[config.mk]
export PLATFORM = sky130hd
export DESIGN_NAME = frame_sync_ctrl
export DESIGN_NICKNAME = d
export VERILOG_FILES = /design/src/rtl/frame_sync_ctrl.sv
export SDC_FILE = /design/constraint.sdc
export NUM_CORES = 1
export LEC_CHECK = 0
export BUFFER_PORTS_ARGS = -buffer_cell sky130_fd_sc_hd__buf_2
export CAP_MARGIN = 30
export CORE_MARGIN = 2
export CORE_UTILIZATION = 45
export DETAILED_ROUTE_END_ITERATION = 16
export PLACE_DENSITY = 0.63
export SYNTH_ARGS = -nofsm -noshare
export SYNTH_HDL_FRONTEND = slang
export SYNTH_SLANG_ARGS = --single-unit
[constraint.sdc]
create_clock -name clk -period 1.8 [get_ports clk]
set_clock_uncertainty 0.05 [all_clocks]
set_input_delay 0.18 -clock clk [delete_from_list [all_inputs] [get_ports clk]]
set_output_delay 0.18 -clock clk [all_outputs]
set_load 0.005 [all_outputs]
[src/rtl/frame_sync_ctrl.sv]
// Sync word hunt/verify/lock controller with flywheel framing.
// Gates payload bits and flags missed sync words once locked.
module frame_sync_ctrl #(
  parameter int PAT_W       = 4,
  parameter int PAYLOAD_LEN = 8,
  parameter int LOCK_CNT    = 2,
  parameter int LOSS_CNT    = 2
) (
  input  logic             clk,
  input  logic             reset,
  input  logic             en,
  input  logic [PAT_W-1:0] pattern,
  input  logic             bit_valid,
  input  logic             serial_in,
  output logic             locked,
  output logic             sync_pulse,
  output logic             sync_err,
  output logic             payload_valid,
  output logic             payload_bit,
  output logic [1:0]       state
);

  localparam int P  = PAYLOAD_LEN + PAT_W;
  localparam int BW = $clog2(P + 1);
  localparam int FW = $clog2(PAT_W + 1);
  localparam int HW = $clog2(LOCK_CNT + 1);
  localparam int MW = $clog2(LOSS_CNT + 1);

  localparam logic [BW-1:0] P_C    = BW'(P);
  localparam logic [BW-1:0] PL_C   = BW'(PAYLOAD_LEN);
  localparam logic [FW-1:0] FULL   = FW'(PAT_W);
  localparam logic [FW-1:0] FULL_1 = FW'(PAT_W - 1);
  localparam logic [HW-1:0] HMAX   = HW'(LOCK_CNT);
  localparam logic [HW-1:0] HLAST  = HW'(LOCK_CNT - 1);
  localparam logic [MW-1:0] MMAX   = MW'(LOSS_CNT);
  localparam logic [MW-1:0] MLAST  = MW'(LOSS_CNT - 1);

  typedef enum logic [1:0] {
    HUNT   = 2'b00,
    VERIFY = 2'b01,
    LOCKED = 2'b10
  } state_e;

  state_e           st_q, st_d;
  logic [PAT_W-1:0] sr_q, sr_d;
  logic [FW-1:0]    fill_q, fill_d;
  logic [BW-1:0]    cnt_q, cnt_d;
  logic [HW-1:0]    hit_q, hit_d;
  logic [MW-1:0]    miss_q, miss_d;
  logic             lock_q, lock_d;
  logic             sp_q, sp_d;
  logic             se_q, se_d;
  logic             pv_q, pv_d;
  logic             pb_q, pb_d;

  logic [PAT_W-1:0] sr_nxt;
  logic [BW-1:0]    cnt_nxt;
  logic             match;
  logic             at_end;

  always_comb begin
    sr_nxt  = {sr_q[PAT_W-2:0], serial_in};
    match   = (sr_nxt == pattern) && (fill_q >= FULL_1);
    cnt_nxt = cnt_q + BW'(1);
    at_end  = (cnt_nxt == P_C);

    st_d   = st_q;
    sr_d   = sr_q;
    fill_d = fill_q;
    cnt_d  = cnt_q;
    hit_d  = hit_q;
    miss_d = miss_q;
    sp_d   = 1'b0;
    se_d   = 1'b0;
    pv_d   = 1'b0;
    pb_d   = 1'b0;

    if (!en) begin
      st_d   = HUNT;
      sr_d   = '0;
      fill_d = '0;
      cnt_d  = '0;
      hit_d  = '0;
      miss_d = '0;
    end else if (bit_valid) begin
      sr_d = sr_nxt;
      if (fill_q != FULL) fill_d = fill_q + FW'(1);
      unique case (st_q)
        HUNT: begin
          if (match) begin
            st_d  = VERIFY;
            cnt_d = '0;
            hit_d = HW'(1);
          end
        end
        VERIFY: begin
          cnt_d = cnt_nxt;
          if (at_end) begin
            cnt_d = '0;
            if (match) begin
              if (hit_q != HMAX) hit_d = hit_q + HW'(1);
              if (hit_q >= HLAST) begin
                st_d   = LOCKED;
                miss_d = '0;
              end
            end else begin
              st_d  = HUNT;
              hit_d = '0;
            end
          end
        end
        LOCKED: begin
          cnt_d = cnt_nxt;
          if (cnt_nxt <= PL_C) begin
            pv_d = 1'b1;
            pb_d = serial_in;
          end
          // flywheel: frame boundary is kept even when sync is missed
          if (at_end) begin
            cnt_d = '0;
            if (match) begin
              sp_d   = 1'b1;
              miss_d = '0;
            end else begin
              se_d = 1'b1;
              if (miss_q != MMAX) miss_d = miss_q + MW'(1);
              if (miss_q >= MLAST) begin
                st_d  = HUNT;
                hit_d = '0;
              end
            end
          end
        end
        default: st_d = HUNT;
      endcase
    end

    lock_d = (st_d == LOCKED);
  end

  always_ff @(posedge clk or negedge reset) begin
    if (!reset) begin
      st_q   <= HUNT;
      sr_q   <= '0;
      fill_q <= '0;
      cnt_q  <= '0;
      hit_q  <= '0;
      miss_q <= '0;
      lock_q <= 1'b0;
      sp_q   <= 1'b0;
      se_q   <= 1'b0;
      pv_q   <= 1'b0;
      pb_q   <= 1'b0;
    end else begin
      st_q   <= st_d;
      sr_q   <= sr_d;
      fill_q <= fill_d;
      cnt_q  <= cnt_d;
      hit_q  <= hit_d;
      miss_q <= miss_d;
      lock_q <= lock_d;
      sp_q   <= sp_d;
      se_q   <= se_d;
      pv_q   <= pv_d;
      pb_q   <= pb_d;
    end
  end

  assign state         = st_q;
  assign locked        = lock_q;
  assign sync_pulse    = sp_q;
  assign sync_err      = se_q;
  assign payload_valid = pv_q;
  assign payload_bit   = pb_q;

endmodule

==> impl_metrics.json <==
{
  "grt_pass1_vias": 1306,
  "synth_top_area_share_pct": 37.2,
  "switching_share_pct": 27.7,
  "ir_drop_mv": 0.325,
  "dp.cells": 223,
  "rrSetupSlack_ns": 0.007,
  "hold_path_class": "input port to flip-flop",
  "power_frac_comb_pct": 14.9,
  "grt_pass1_wl_mm": 5.72,
  "dieHeight_um": 60.0,
  "syn_to_final_growth_pct": 33.1,
  "gp_congestion": 0.938,
  "required_ns": 1.97,
  "routed_via_density": 5.36,
  "cp_max_fo": 7,
  "antenna_found_initial": 0,
  "mostFrequentLayoutCells": "27 x buf_4, 20 x dfrtp_1, 15 x buf_2, 12 x inv_1, 10 x nand2_1",
  "final_cells": 238,
  "place.port_buffers": 15,
  "final_net_count": 216,
  "core_area_sq_um": 3030,
  "rows": 20,
  "worstRegToRegCells": 8,
  "ctsHtreeMaxLevel": 1,
  "crit_start": "sr_q[2]",
  "r2r-start": "sr_q[2]",
  "finalHoldViolations": 0,
  "clock_path_buffers": 2,
  "clockRootBuffer": "clkbuf_4",
  "wire_per_inst_um": 14.3,
  "crit_chain": "xor2_1 -> nor4_4 -> buf_6 -> buf_4 -> a21o_2 -> buf_4 -> nand3_1 -> o221a_1",
  "rsz0062_at_grt": "yes",
  "finalCriticalPeriod_ns": 1.79,
  "setup_ws_ns": 0.00706,
  "synthCells": 152,
  "syn_area_sq_um": 1410,
  "drive_above_1_share_pct": 37.6,
  "cts_tree": "yes",
  "switchingPower_mw": 0.236,
  "place_ws_ns": -0.213,
  "drt_first_iter_violations": 60,
  "finish.utilization_pct": 62.1,
  "maxCapViolations": 0,
  "pin_count": 16,
  "endpoint_kind": "flip-flop",
  "worstMarginPinSlew_ns": 0.470,
  "yosysWarnings": 0,
  "slew_viol_final": 0,
  "cts_num_sinks": 21,
  "final_common_cell": "buf_4",
  "synth-edff-count": 0,
  "async_flop_share_pct": 100,
  "drc": 0,
  "die_x_um": 60.0,
  "hold-path-cell-count": 2,
  "critPathLaunchType": "flip-flop",
  "clk_latency_ns": 0.32,
  "p_int_mw": 0.617,
  "synth_nets": 173,
  "path_class": "flip-flop to flip-flop",
  "r2r_end": "hit_q[0]",
  "power.density_nw_per_um2": 454,
  "power_mw": 0.853,
  "yosys-top-cells-area": "dfrtp_1 37%, ha_1 11%, mux2i_1 3.5%, nor2b_1 3.5%, inv_1 3.5%",
  "dp.final_hpwl_mm": 2.31,
  "synth-main-ff-cell": "dfrtp_1",
  "hold_end": "payload_bit",
  "finalCritPeriodShare_pct": 99.6,
  "power_frac_clock_pct": 28.2,
  "initial_core_util_pct": 46.7,
  "drt-total-wl_mm": 3.41,
  "max_stage_delay_ns": 0.41,
  "ys_ff_latch": 21,
  "cts-buffers-inserted": 3,
  "syn-mean-instance-area_sq_um": 9.29,
  "status": "finished, final reports clean",
  "setup_viol": 0,
  "antenna_cells": 0,
  "grt_use_total_pct": 21.2,
  "arrival_ns": 1.96,
  "static-leakage-power_nw": 0.837,
  "synth_cell_types": 44,
  "path_common_cell": "buf_4",
  "dr_total_vias": 1275,
  "drt.antenna.violating_nets": 0,
  "seq_area_frac_synth_pct": 37.2,
  "firstDrtPassIters": 4,
  "hp-start": "serial_in",
  "max_freq_mhz": 558,
  "die_area_sq_um": 3600,
  "slew_headroom_pct": 68.7,
  "overflow": 0,
  "n_fill_cell": 261,
  "synth_area_leader_cell": "dfrtp_1",
  "cp_slowest_cell": "dfrtp_1",
  "grt_max_degree": 22,
  "cts.clk_slew.worst_paths_ns": 0.12,
  "pwr-share-seq_pct": 56.9
}
Yosys cell counts (all sizes together) (4+ instances only):
library cell,count
dfrtp,21
inv,13
ha,12
nand2,10
nand3,10
nor2,9
nor2b,8
o21ai,8
a21oi,5
mux2i,5
and2,4
clkbuf,4
o211ai,4
xor2,4
critical path: cells and delay by family (launching register included):
| kind | cells | cell delay (ns) |
|---|---|---|
| buf+inv | 3 | 0.40 |
| compound gates | 2 | 0.34 |
| xor+xnor | 1 | 0.17 |
| flops | 1 | 0.41 |
| simple gates | 2 | 0.32 |
through the flow:
step / hold slack, ns / area, sq um / TNS [ns]
after floorplan: -0.166 / 1410 / 0
after global placement: 0.104 / 1650 / -0.350
after detailed placement: 0.109 / 1650 / -1.20
after CTS: 0.0781 / 1800 / 0
after global routing: 0.0835 / 1880 / -0.394
final: 0.0769 / 1880 / 0
registers in the layout, indices dropped and copies added (netlist names):
| signal | cells |
|---|---|
| fill_q | 3 |
| miss_q | 2 |
| payload_valid | 1 |
| sr_q | 3 |
| state | 2 |
| sync_pulse | 1 |
| cnt_q | 4 |
| locked | 1 |
| payload_bit | 1 |
| hit_q | 2 |
| sync_err | 1 |
worst max path at each step:
stage | slack, ns | to | depth (start not counted)
after floorplan | 0.02 | miss_q[0] | 7
after detailed placement | -0.21 | locked | 7
after CTS | 0.003 | hit_q[0] | 6
final | 0.007 | hit_q[0] | 8
after global placement | -0.11 | locked | 7
after global routing | -0.09 | hit_q[0] | 8
routing by layer:
metal | global-route usage, % | vias up | part of all wire (%) | wire [um]
met1 | 25.1 | 607 | 43 | 1480
met2 | 37.3 | 37 | 50 | 1700
met3 | 3.03 | 9 | 4.0 | 138
li1 | - | 622 | - | -
met5 | 0 | - | 0 | 0
met4 | 10.2 | 0 | 2.6 | 87
cells by family (layout without fill, tap and decap cells):
family	Yosys count	in the layout	synth area share (%)
DFF	21	21	37.2
AOI/OAI and AO/OA	34	34	16.8
adders and majority gates	12	12	10.6
muxes	5	5	3.54
buffers and inverters	19	61	5.40
and+or+nand+nor	56	56	23.3
xor gates and xnor gates	5	5	3.10
cell type report:
cell class                 count  area, sq um  share of cell area (%)
inverter                      13         48.8                    2.59
clock buffer                   4         26.3                    1.40
multi-input combinational    112          925                    49.2
sequential                    21          527                    28.0
tap                           44         55.1                    2.93
timing repair buffer          44          299                    15.9
power by group through the flow:
stage / clock [mW] / combinational (mW) / sequential, mW
after floorplan: 0 / 0.0662 / 0.494
after global placement: 0 / 0.101 / 0.494
after detailed placement: 0 / 0.106 / 0.495
after CTS: 0.241 / 0.124 / 0.485
after global routing: 0.271 / 0.142 / 0.487
final: 0.241 / 0.127 / 0.485
what timing repair did:
item	in CTS	in global routing
hold buffers	1	0
gates resized for setup	15	12
hold endpoints to repair	21	0
setup buffers	7	3
pin swaps	9	2
endpoints found under the setup margin	11	11
(Power assumes the default switching activity.)
